`src/rtl/branch_resolver_if.sv`:
```
// EX->resolver resolution bus, IF lookup port and redirect back to fetch.
// Stat counters are present only when BR_STATS_EN is defined.
interface branch_resolver_if;
  logic        res_valid;
  logic [31:0] res_pc4;
  logic        res_taken;
  logic [31:0] res_target;
  logic        res_pred_taken;
  logic [31:0] res_pred_target;
  logic [31:0] lookup_pc4;
  logic        lookup_hit;
  logic [31:0] lookup_target;
  logic        redirect;
  logic [31:0] redirect_pc;
`ifdef BR_STATS_EN
  logic [31:0] stat_branches;
  logic [31:0] stat_mispredicts;
`endif

  modport master (
`ifdef BR_STATS_EN
    input  stat_branches, stat_mispredicts,
`endif
    output res_valid, res_pc4, res_taken, res_target, res_pred_taken, res_pred_target,
    output lookup_pc4,
    input  lookup_hit, lookup_target, redirect, redirect_pc
  );

  modport slave (
`ifdef BR_STATS_EN
    output stat_branches, stat_mispredicts,
`endif
    input  res_valid, res_pc4, res_taken, res_target, res_pred_taken, res_pred_target,
    input  lookup_pc4,
    output lookup_hit, lookup_target, redirect, redirect_pc
  );
endinterface

```
`src/rtl/branch_resolver.sv`:
```
// Branch resolution: mispredict detect, registered redirect, direct-mapped BTB
// with 2-bit counters. Optional stat counters under BR_STATS_EN.
module branch_resolver #(
  parameter int IDX_BITS = 4
) (
  input logic            clk,
  input logic            rst,
  branch_resolver_if.slave br
);
  localparam int ENTRIES = 1 << IDX_BITS;
  localparam int TAG_W   = 30 - IDX_BITS;

  typedef struct packed {
    logic             valid;
    logic [TAG_W-1:0] tag;
    logic [31:0]      target;
    logic [1:0]       ctr;
  } btb_entry_t;

  btb_entry_t btb [ENTRIES];

  logic        redirect_q;
  logic [31:0] redirect_pc_q;

  // fetch-side lookup, purely combinational on current table state
  logic [IDX_BITS-1:0] lk_idx;
  logic [TAG_W-1:0]    lk_tag;
  logic                lk_match;
  assign lk_idx   = br.lookup_pc4[IDX_BITS+1:2];
  assign lk_tag   = br.lookup_pc4[31:IDX_BITS+2];
  assign lk_match = btb[lk_idx].valid && (btb[lk_idx].tag == lk_tag);
  assign br.lookup_hit    = lk_match && btb[lk_idx].ctr[1];
  assign br.lookup_target = br.lookup_hit ? btb[lk_idx].target : 32'b0;

  // resolution side; anything arriving during a redirect is wrong-path
  logic [IDX_BITS-1:0] wr_idx;
  logic [TAG_W-1:0]    wr_tag;
  logic                wr_match, accept, mispredict;
  assign wr_idx     = br.res_pc4[IDX_BITS+1:2];
  assign wr_tag     = br.res_pc4[31:IDX_BITS+2];
  assign wr_match   = btb[wr_idx].valid && (btb[wr_idx].tag == wr_tag);
  assign accept     = br.res_valid && !redirect_q;
  assign mispredict = (br.res_taken != br.res_pred_taken) ||
                      (br.res_taken && (br.res_pred_target != br.res_target));

  logic unused_pc_lsbs;
  assign unused_pc_lsbs = ^{br.res_pc4[1:0], br.lookup_pc4[1:0]};

  always_ff @(posedge clk) begin
    if (!rst) begin
      for (int i = 0; i < ENTRIES; i++) begin
        btb[i].valid <= 1'b0;
        btb[i].ctr   <= 2'b00;
      end
      redirect_q    <= 1'b0;
      redirect_pc_q <= 32'b0;
    end else begin
      redirect_q <= accept && mispredict;
      if (accept && mispredict)
        redirect_pc_q <= br.res_taken ? br.res_target : br.res_pc4;
      if (accept) begin
        if (br.res_taken) begin
          if (wr_match) begin
            btb[wr_idx].ctr    <= (btb[wr_idx].ctr == 2'b11) ? 2'b11 : btb[wr_idx].ctr + 2'd1;
            btb[wr_idx].target <= br.res_target;
          end else begin
            btb[wr_idx] <= '{valid: 1'b1, tag: wr_tag, target: br.res_target, ctr: 2'b10};
          end
        end else if (wr_match) begin
          btb[wr_idx].ctr <= (btb[wr_idx].ctr == 2'b00) ? 2'b00 : btb[wr_idx].ctr - 2'd1;
        end
      end
    end
  end

  assign br.redirect    = redirect_q;
  assign br.redirect_pc = redirect_pc_q;

`ifdef BR_STATS_EN
  logic [31:0] branches_q, mispredicts_q;
  always_ff @(posedge clk) begin
    if (!rst) begin
      branches_q    <= 32'b0;
      mispredicts_q <= 32'b0;
    end else if (accept) begin
      branches_q <= branches_q + 32'd1;
      if (mispredict) mispredicts_q <= mispredicts_q + 32'd1;
    end
  end
  assign br.stat_branches    = branches_q;
  assign br.stat_mispredicts = mispredicts_q;
`endif
endmodule

```
`src/flat_wrapper.sv`:
```
// flat-port wrapper written by rule: the top's interface ports become plain ports
module branch_resolver_flat 
#(
  parameter int IDX_BITS = 4
)
  (clk, rst, br_res_valid, br_res_pc4, br_res_taken, br_res_target, br_res_pred_taken, br_res_pred_target, br_lookup_pc4, br_lookup_hit, br_lookup_target, br_redirect, br_redirect_pc);
  branch_resolver_if br_i ();
  input logic clk;
  input logic rst;
  input wire logic [$bits(br_i.res_valid)-1:0] br_res_valid;
  input wire logic [$bits(br_i.res_pc4)-1:0] br_res_pc4;
  input wire logic [$bits(br_i.res_taken)-1:0] br_res_taken;
  input wire logic [$bits(br_i.res_target)-1:0] br_res_target;
  input wire logic [$bits(br_i.res_pred_taken)-1:0] br_res_pred_taken;
  input wire logic [$bits(br_i.res_pred_target)-1:0] br_res_pred_target;
  input wire logic [$bits(br_i.lookup_pc4)-1:0] br_lookup_pc4;
  output wire logic [$bits(br_i.lookup_hit)-1:0] br_lookup_hit;
  output wire logic [$bits(br_i.lookup_target)-1:0] br_lookup_target;
  output wire logic [$bits(br_i.redirect)-1:0] br_redirect;
  output wire logic [$bits(br_i.redirect_pc)-1:0] br_redirect_pc;
  assign br_i.res_valid = br_res_valid;
  assign br_i.res_pc4 = br_res_pc4;
  assign br_i.res_taken = br_res_taken;
  assign br_i.res_target = br_res_target;
  assign br_i.res_pred_taken = br_res_pred_taken;
  assign br_i.res_pred_target = br_res_pred_target;
  assign br_i.lookup_pc4 = br_lookup_pc4;
  assign br_lookup_hit = br_i.lookup_hit;
  assign br_lookup_target = br_i.lookup_target;
  assign br_redirect = br_i.redirect;
  assign br_redirect_pc = br_i.redirect_pc;
  branch_resolver #(.IDX_BITS(IDX_BITS)) u_core (.clk(clk), .rst(rst), .br(br_i));
endmodule
```
`config.mk`:
```
export PLATFORM = sky130hd
export DESIGN_NAME = branch_resolver_flat
export DESIGN_NICKNAME = d
export VERILOG_FILES = /design/src/rtl/branch_resolver_if.sv /design/src/rtl/branch_resolver.sv /design/src/flat_wrapper.sv
export SDC_FILE = /design/constraint.sdc
export NUM_CORES = 1
export LEC_CHECK = 0
export BUFFER_PORTS_ARGS = -buffer_cell sky130_fd_sc_hd__buf_2
export CAP_MARGIN = 20
export CORE_MARGIN = 2
export CORE_UTILIZATION = 56
export DETAILED_ROUTE_END_ITERATION = 16
export PLACE_DENSITY_LB_ADDON = 0.08
export SKIP_LAST_GASP = 1
export SLEW_MARGIN = 10
export SYNTH_ARGS = -nofsm -noshare
export SYNTH_HDL_FRONTEND = slang
export SYNTH_SLANG_ARGS = --single-unit
export TNS_END_PERCENT = 50
```
`constraint.sdc`:
```
create_clock -name clk -period 4.21 [get_ports clk]
set_input_delay 0.421 -clock clk [delete_from_list [all_inputs] [get_ports clk]]
set_output_delay 0.421 -clock clk [all_outputs]
set_load 0.05 [all_outputs]
```
-- Word level (Yosys, flattened, before mapping)
Memory sizes are Yosys's and may differ from the RTL's.
Cells that the tools add are included.
- register bits after elaboration: 33
- bits in writable memories: 976
- input bits: 133
- output and inout bits: 66
- logic and storage cells: 46
- memories kept: 1
- memory list (name ; words ; bits a word ; rd ports ; clocked after Yosys merged registers in ; write ports ; RTL line ; RTL):
    u_core.btb ; 16 ; 61 ; 2 ; 0 ; 16 ; branch_resolver.sv:20 ; btb_entry_t btb [ENTRIES];
- add/subtract/negate cells: 2
- equality and inequality tests: 5
- mux-type cells: 24
- bitwise operators: 2
- reductions and logical operators: 10
- operators by type and width (operator ; count):
    32-bit two-way mux ; 2
    61-bit two-way mux ; 1
    61-bit OR reduction ; 1
    26-bit == test ; 2
    34-bit two-way mux ; 1
    32-bit inequality test ; 1
    1-bit two-way mux ; 15
    4-bit two-way mux ; 2
    1-bit logical AND ; 6
    2-bit two-way mux ; 3
    2-bit by 1-bit adder with 2-bit output (second input constant) ; 1
    2-bit == test (second input constant) ; 1
    2-bit logical NOT ; 1
    1-bit OR ; 2
    2-bit by 1-bit subtractor with 2-bit output (second input constant) ; 1
    1-bit logical NOT ; 1
    1-bit logical OR ; 1
    1-bit inequality test ; 1

-- Depth between registers and ports, before layout
An unclocked memory read counts as a cell.
- depth in word-level cells: 12
- gate-level depth with buffers: 16
- mapped depth without buffers: 9

-- Worst setup path before layout
Ideal clock, no wire load.
- path type: input-to-output
- from: in br_lookup_pc4[2]
- to: out br_lookup_target[10]
- arrival time: 3837 ps
- data required time: 3789 ps
- path slack: -48 ps
- stages on the path: 11
- path buffers: 4
- path through: clkbuf_1 > buf_2 > buf_1 > mux4_2 > mux4_2 > xnor2_1 > nand3_1 > nor3_1 > nand4_1 > clkbuf_1 > nor2b_1
- word-level cells in the longest chain between the ends: 5
- ends and longest elaborated chain (element ; RTL line ; RTL):
    from (decl) ; flat_wrapper.sv:16 ; input wire logic [$bits(br_i.lookup_pc4)-1:0] br_lookup_pc4;
    memory read 16 x 61 bit * ; - ;
    26-bit == test ; branch_resolver.sv:31 ; assign lk_match = btb[lk_idx].valid && (btb[lk_idx].tag == lk_tag);
    1-bit logical AND ; branch_resolver.sv:31 ;
    1-bit logical AND ; branch_resolver.sv:32 ; assign br.lookup_hit = lk_match && btb[lk_idx].ctr[1];
    32-bit two-way mux * ; branch_resolver.sv:33 ; assign br.lookup_target = br.lookup_hit ? btb[lk_idx].target : 32'b0;
    to (decl) ; flat_wrapper.sv:18 ; output wire logic [$bits(br_i.lookup_target)-1:0] br_lookup_target;
Every way passes the cells marked *; elsewhere a longest branch is shown, timed or not.

-- Final worst setup path
- from: in br_lookup_pc4[2]
- to: out br_lookup_target[2]
The elaborated chain is that of the path after synthesis.

==> impl_metrics.py <==
metrics = {
    "floorplanning": {
        "die-area_um2": 80190,
        "die_width_um": 283.2,
        "start_util_pct": 56.44,
        "ios": 199,
        "rows": 102,
        "die_y_um": 283.2,
        "core_um2": 77340,
    },
    "critical_path": {
        "critPathBufInv": 6,
        "cp_data_required_time_ps": 3790,
        "r2r_slack_ps": 380,
        "reg2regPathDepth": 10,
        "timing.rr.start": "u_core.btb[15][51]",
        "end_kind": "output pin",
        "startpoint_type": "primary input",
        "crit_type": "in -> out",
        "cp.arrival_ps": 3800,
        "worstPathCellList": "buf_8 -> buf_12 -> buf_12 -> mux4_2 -> mux4_2 -> xor2_1 -> nor4_1 -> nand4_1 -> buf_6 -> buf_12 -> nor2b_2 -> buf_6",
        "cp_top_family": "buffers and inverters",
        "cp_max_fo": 21,
        "cp_slowest_stage_delay_ps": 570,
        "r2r-end": "u_core.btb[4][1]",
        "worst_path_most_repeated_cell": "buf_12",
        "crit_slowest_cell": "nor4_1",
    },
    "pwr": {
        "p_leak_nw": 17.34,
        "power_mw": 22.18,
        "ir_drop_uv": 352.3,
        "p_per_area_nw_per_um2": 428.8,
    },
    "layout": {
        "drive_above_1_share_pct": 39.23,
        "regArea_um2": 29810,
        "nets": 2635,
        "multiInputGateArea_um2": 13470,
        "fillers": 5046,
        "syn_to_final_growth_pct": 18.51,
        "fin_util_pct": 66.88,
    },
    "timing": {
        "relSlewSlack_pct": 43.63,
        "tightest_slew_ps": 845.6,
        "setup-violations-final": 9,
        "max_freq_ghz": 0.2367,
        "fin_crit_ps": 4225,
        "rsz0062_at_grt": "yes",
        "finalCritPeriodShare_pct": 100.4,
        "slew_viol_final": 0,
        "finalSetupTns_ps": -67.00,
        "fin_skew_ps": 40.04,
        "finalHoldViolCount": 0,
        "layout_setup_ws_ps": -14.79,
    },
    "logic_synthesis": {
        "synth_edf_count": 960,
        "synth_top_area_share_pct": 66.05,
        "ys_seq_elements": 1009,
        "syn_inst": 2157,
        "ys_warn_count": 0,
        "synth_flop_cell": "edfxtp_1",
        "synth_top_area_cell": "edfxtp_1",
        "netlist_top_cells_count": "960 x edfxtp_1, 382 x mux4_2, 112 x mux2i_1",
        "synthTopCellsByArea": "edfxtp_1 66%, mux4_2 20%, mux2i_1 2.6%, dfxtp_1 2.2%, xnor2_1 0.84%",
        "netlist-cell-type-count": 68,
        "synthesis.nets": 2290,
        "async_flop_share_pct": 0,
        "yosys.cell_count.top_type": "edfxtp_1",
        "synthesis.area_um2": 43650,
        "ys_seq_area_share_pct": 68.29,
        "syn_avg_cell_area_um2": 20.23,
    },
    "flow_run": {
        "maxCapViolations": 0,
    },
    "detailed_routing": {
        "dr.first_iter.drc_count": 2518,
        "dr_wl_met3_um": 8362,
        "drtPass1Iterations": 7,
        "vias_per_cell": 6.596,
        "drtAntennaViolNets": 0,
        "wirelength_um": 118900,
        "wl_met2_um": 60610,
        "wl_per_cell_um": 32.73,
        "vias": 23960,
        "m1WireLength_um": 46350,
        "highest_layer": "met5",
        "drt_drc_violations_left": 0,
    },
    "global_routing": {
        "grtUsageTotal_pct": 29.85,
        "grt_max_degree": 66,
        "grt_pass1_vias": 24610,
        "antenna_found_initial": 11,
        "grt.overflow.total": 0,
        "grt_pass1_wl_um": 171500,
    },
    "clocking": {
        "cts_tree": "yes",
        "cts_buffer_depth": 3,
        "cts_root_buf": "clkbuf_16",
        "clock_sinks": 1009,
        "htreeDepth": 3,
        "worstSkewPairLatency_ps": 680,
        "postCtsHoldBufs": 0,
        "clk_pin_slew_worst_paths_ps": 60,
        "cts_inserted_buffers": 101,
    },
    "outcome": {
        "outcome": "finished, violations left",
        "violations": "negative setup slack",
    },
    "hold_path": {
        "hp-class": "in -> reg",
        "holdPathEnd": "u_core.br.redirect_pc[0]",
        "hold_depth": 4,
        "hold_start": "br_res_pc4[0]",
    },
    "placement": {
        "gp_congestion": 0.8904,
        "hpwl_um": 76490,
        "port_buffers": 196,
    },
}
[cell type report]
| type | count | share of cell area, % |
|---|---|---|
| diodes | 2 | 0.009676 |
| clock buffers | 132 | 5.251 |
| clock inverters | 59 | 1.422 |
| inverters | 3 | 0.02177 |
| multi-input cells | 999 | 26.03 |
| flip-flops and latches | 1009 | 57.63 |
| well taps | 1040 | 2.516 |
| repair buffers | 388 | 7.116 |
[worst max-delay path by stage]
stage / slack [ps] / from / cells past startpoint / end
floorplan: -50 / br_lookup_pc4[2] / 11 / br_lookup_target[10]
global placement: -70 / br_res_pc4[3] / 11 / u_core.btb[0][0]
detailed placement: -100 / br_lookup_pc4[2] / 12 / br_lookup_target[2]
CTS: -80 / u_core.btb[0][55] / 10 / br_lookup_target[2]
global route: -100 / u_core.btb[15][55] / 10 / br_lookup_target[2]
finish: -10 / br_lookup_pc4[2] / 12 / br_lookup_target[2]
[metrics by stage]
step / area, µm² / hold WS (ps) / setup slack [ps] / instances
4_1_cts: 51630 / 61.06 / -78.29 / 3629
6_report: 51730 / 100.2 / -14.79 / 3632
3_5_place_dp: 47940 / 478.0 / -103.6 / 3435
3_3_place_gp: 47940 / 469.2 / -70.01 / 3435
5_1_grt: 51720 / 88.24 / -102.0 / 3631
2_1_floorplan: 43650 / 441.3 / -48.36 / 2157
[power by group]
part / switching [mW] / total, mW / internal, mW / leakage, nW
Clock: 3.84 / 9.33 / 5.49 / 1.69
Sequential: 0.0398 / 11.1 / 11.1 / 9.08
Combinational: 1.02 / 1.75 / 0.731 / 6.57
Total: 4.91 / 22.2 / 17.3 / 17.3
[cells in the final DEF, fill, tap and decap left out, types with 6 or more instances in the layout]
cell and n:
a21oi_1 11, a221oi_1 6, a22o_1 9, a22oi_1 22, and3_1 9, buf_12 82
buf_2 158, buf_4 116, buf_6 27, bufinv_16 15, clkbuf_1 26, clkbuf_16 103
clkinv_1 11, clkinv_2 25, dfxtp_1 49, edfxtp_1 960, mux2i_1 112, mux4_2 382
nand2_1 75, nand2b_1 6, nand3_1 14, nand4_1 13, nor2_1 17, nor2_4 32
nor2b_1 10, nor2b_2 22, nor2b_4 6, nor3_1 13, nor3_2 11, nor4_1 15
o211a_1 32, o211ai_1 7, o21ai_0 28, o21ai_1 8, o31ai_1 6, xnor2_1 40
xor2_1 41
[state kept, by name (all words and copies together) (netlist names)]
signal / flops
u_core.br.redirect: 1
u_core.br.redirect_pc: 32
u_core.btb: 976
[repair_timing]
item,4_1_cts,5_1_grt
gates cloned,0,0
resized for setup,73,20
pin swaps,3,3
buffers inserted,3,0
endpoints found under the setup margin,33,33
[cells by family (layout without fill, tap and decap cells)]
kind of cell / count (synthesis) / in the layout / share of synthesized area, %
XOR/XNOR: 83 / 83 / 1.666
adder cells (fa/ha/maj): 1 / 1 / 0.02580
flip-flops: 1009 / 1009 / 68.29
AO/OA/AOI/OAI: 156 / 156 / 2.763
AND/OR/NAND/NOR: 263 / 263 / 3.234
other: 0 / 2 / 0
multiplexers: 496 / 496 / 22.33
buffers and inverters: 149 / 582 / 1.686
[tightest hold or removal path, cell delays in order]
cell	delay, ps
buf_2	80
mux2i_1	50
nand2_1	60
o211a_1	130
[layer usage]
metal	global-route usage [%]	vias up
met5	0	-
met4	8.624	10
met3	4.412	196
met2	50.48	1136
met1	40.91	12790
li1	-	9824
No activity file was read; power rests on OpenSTA's default activity.
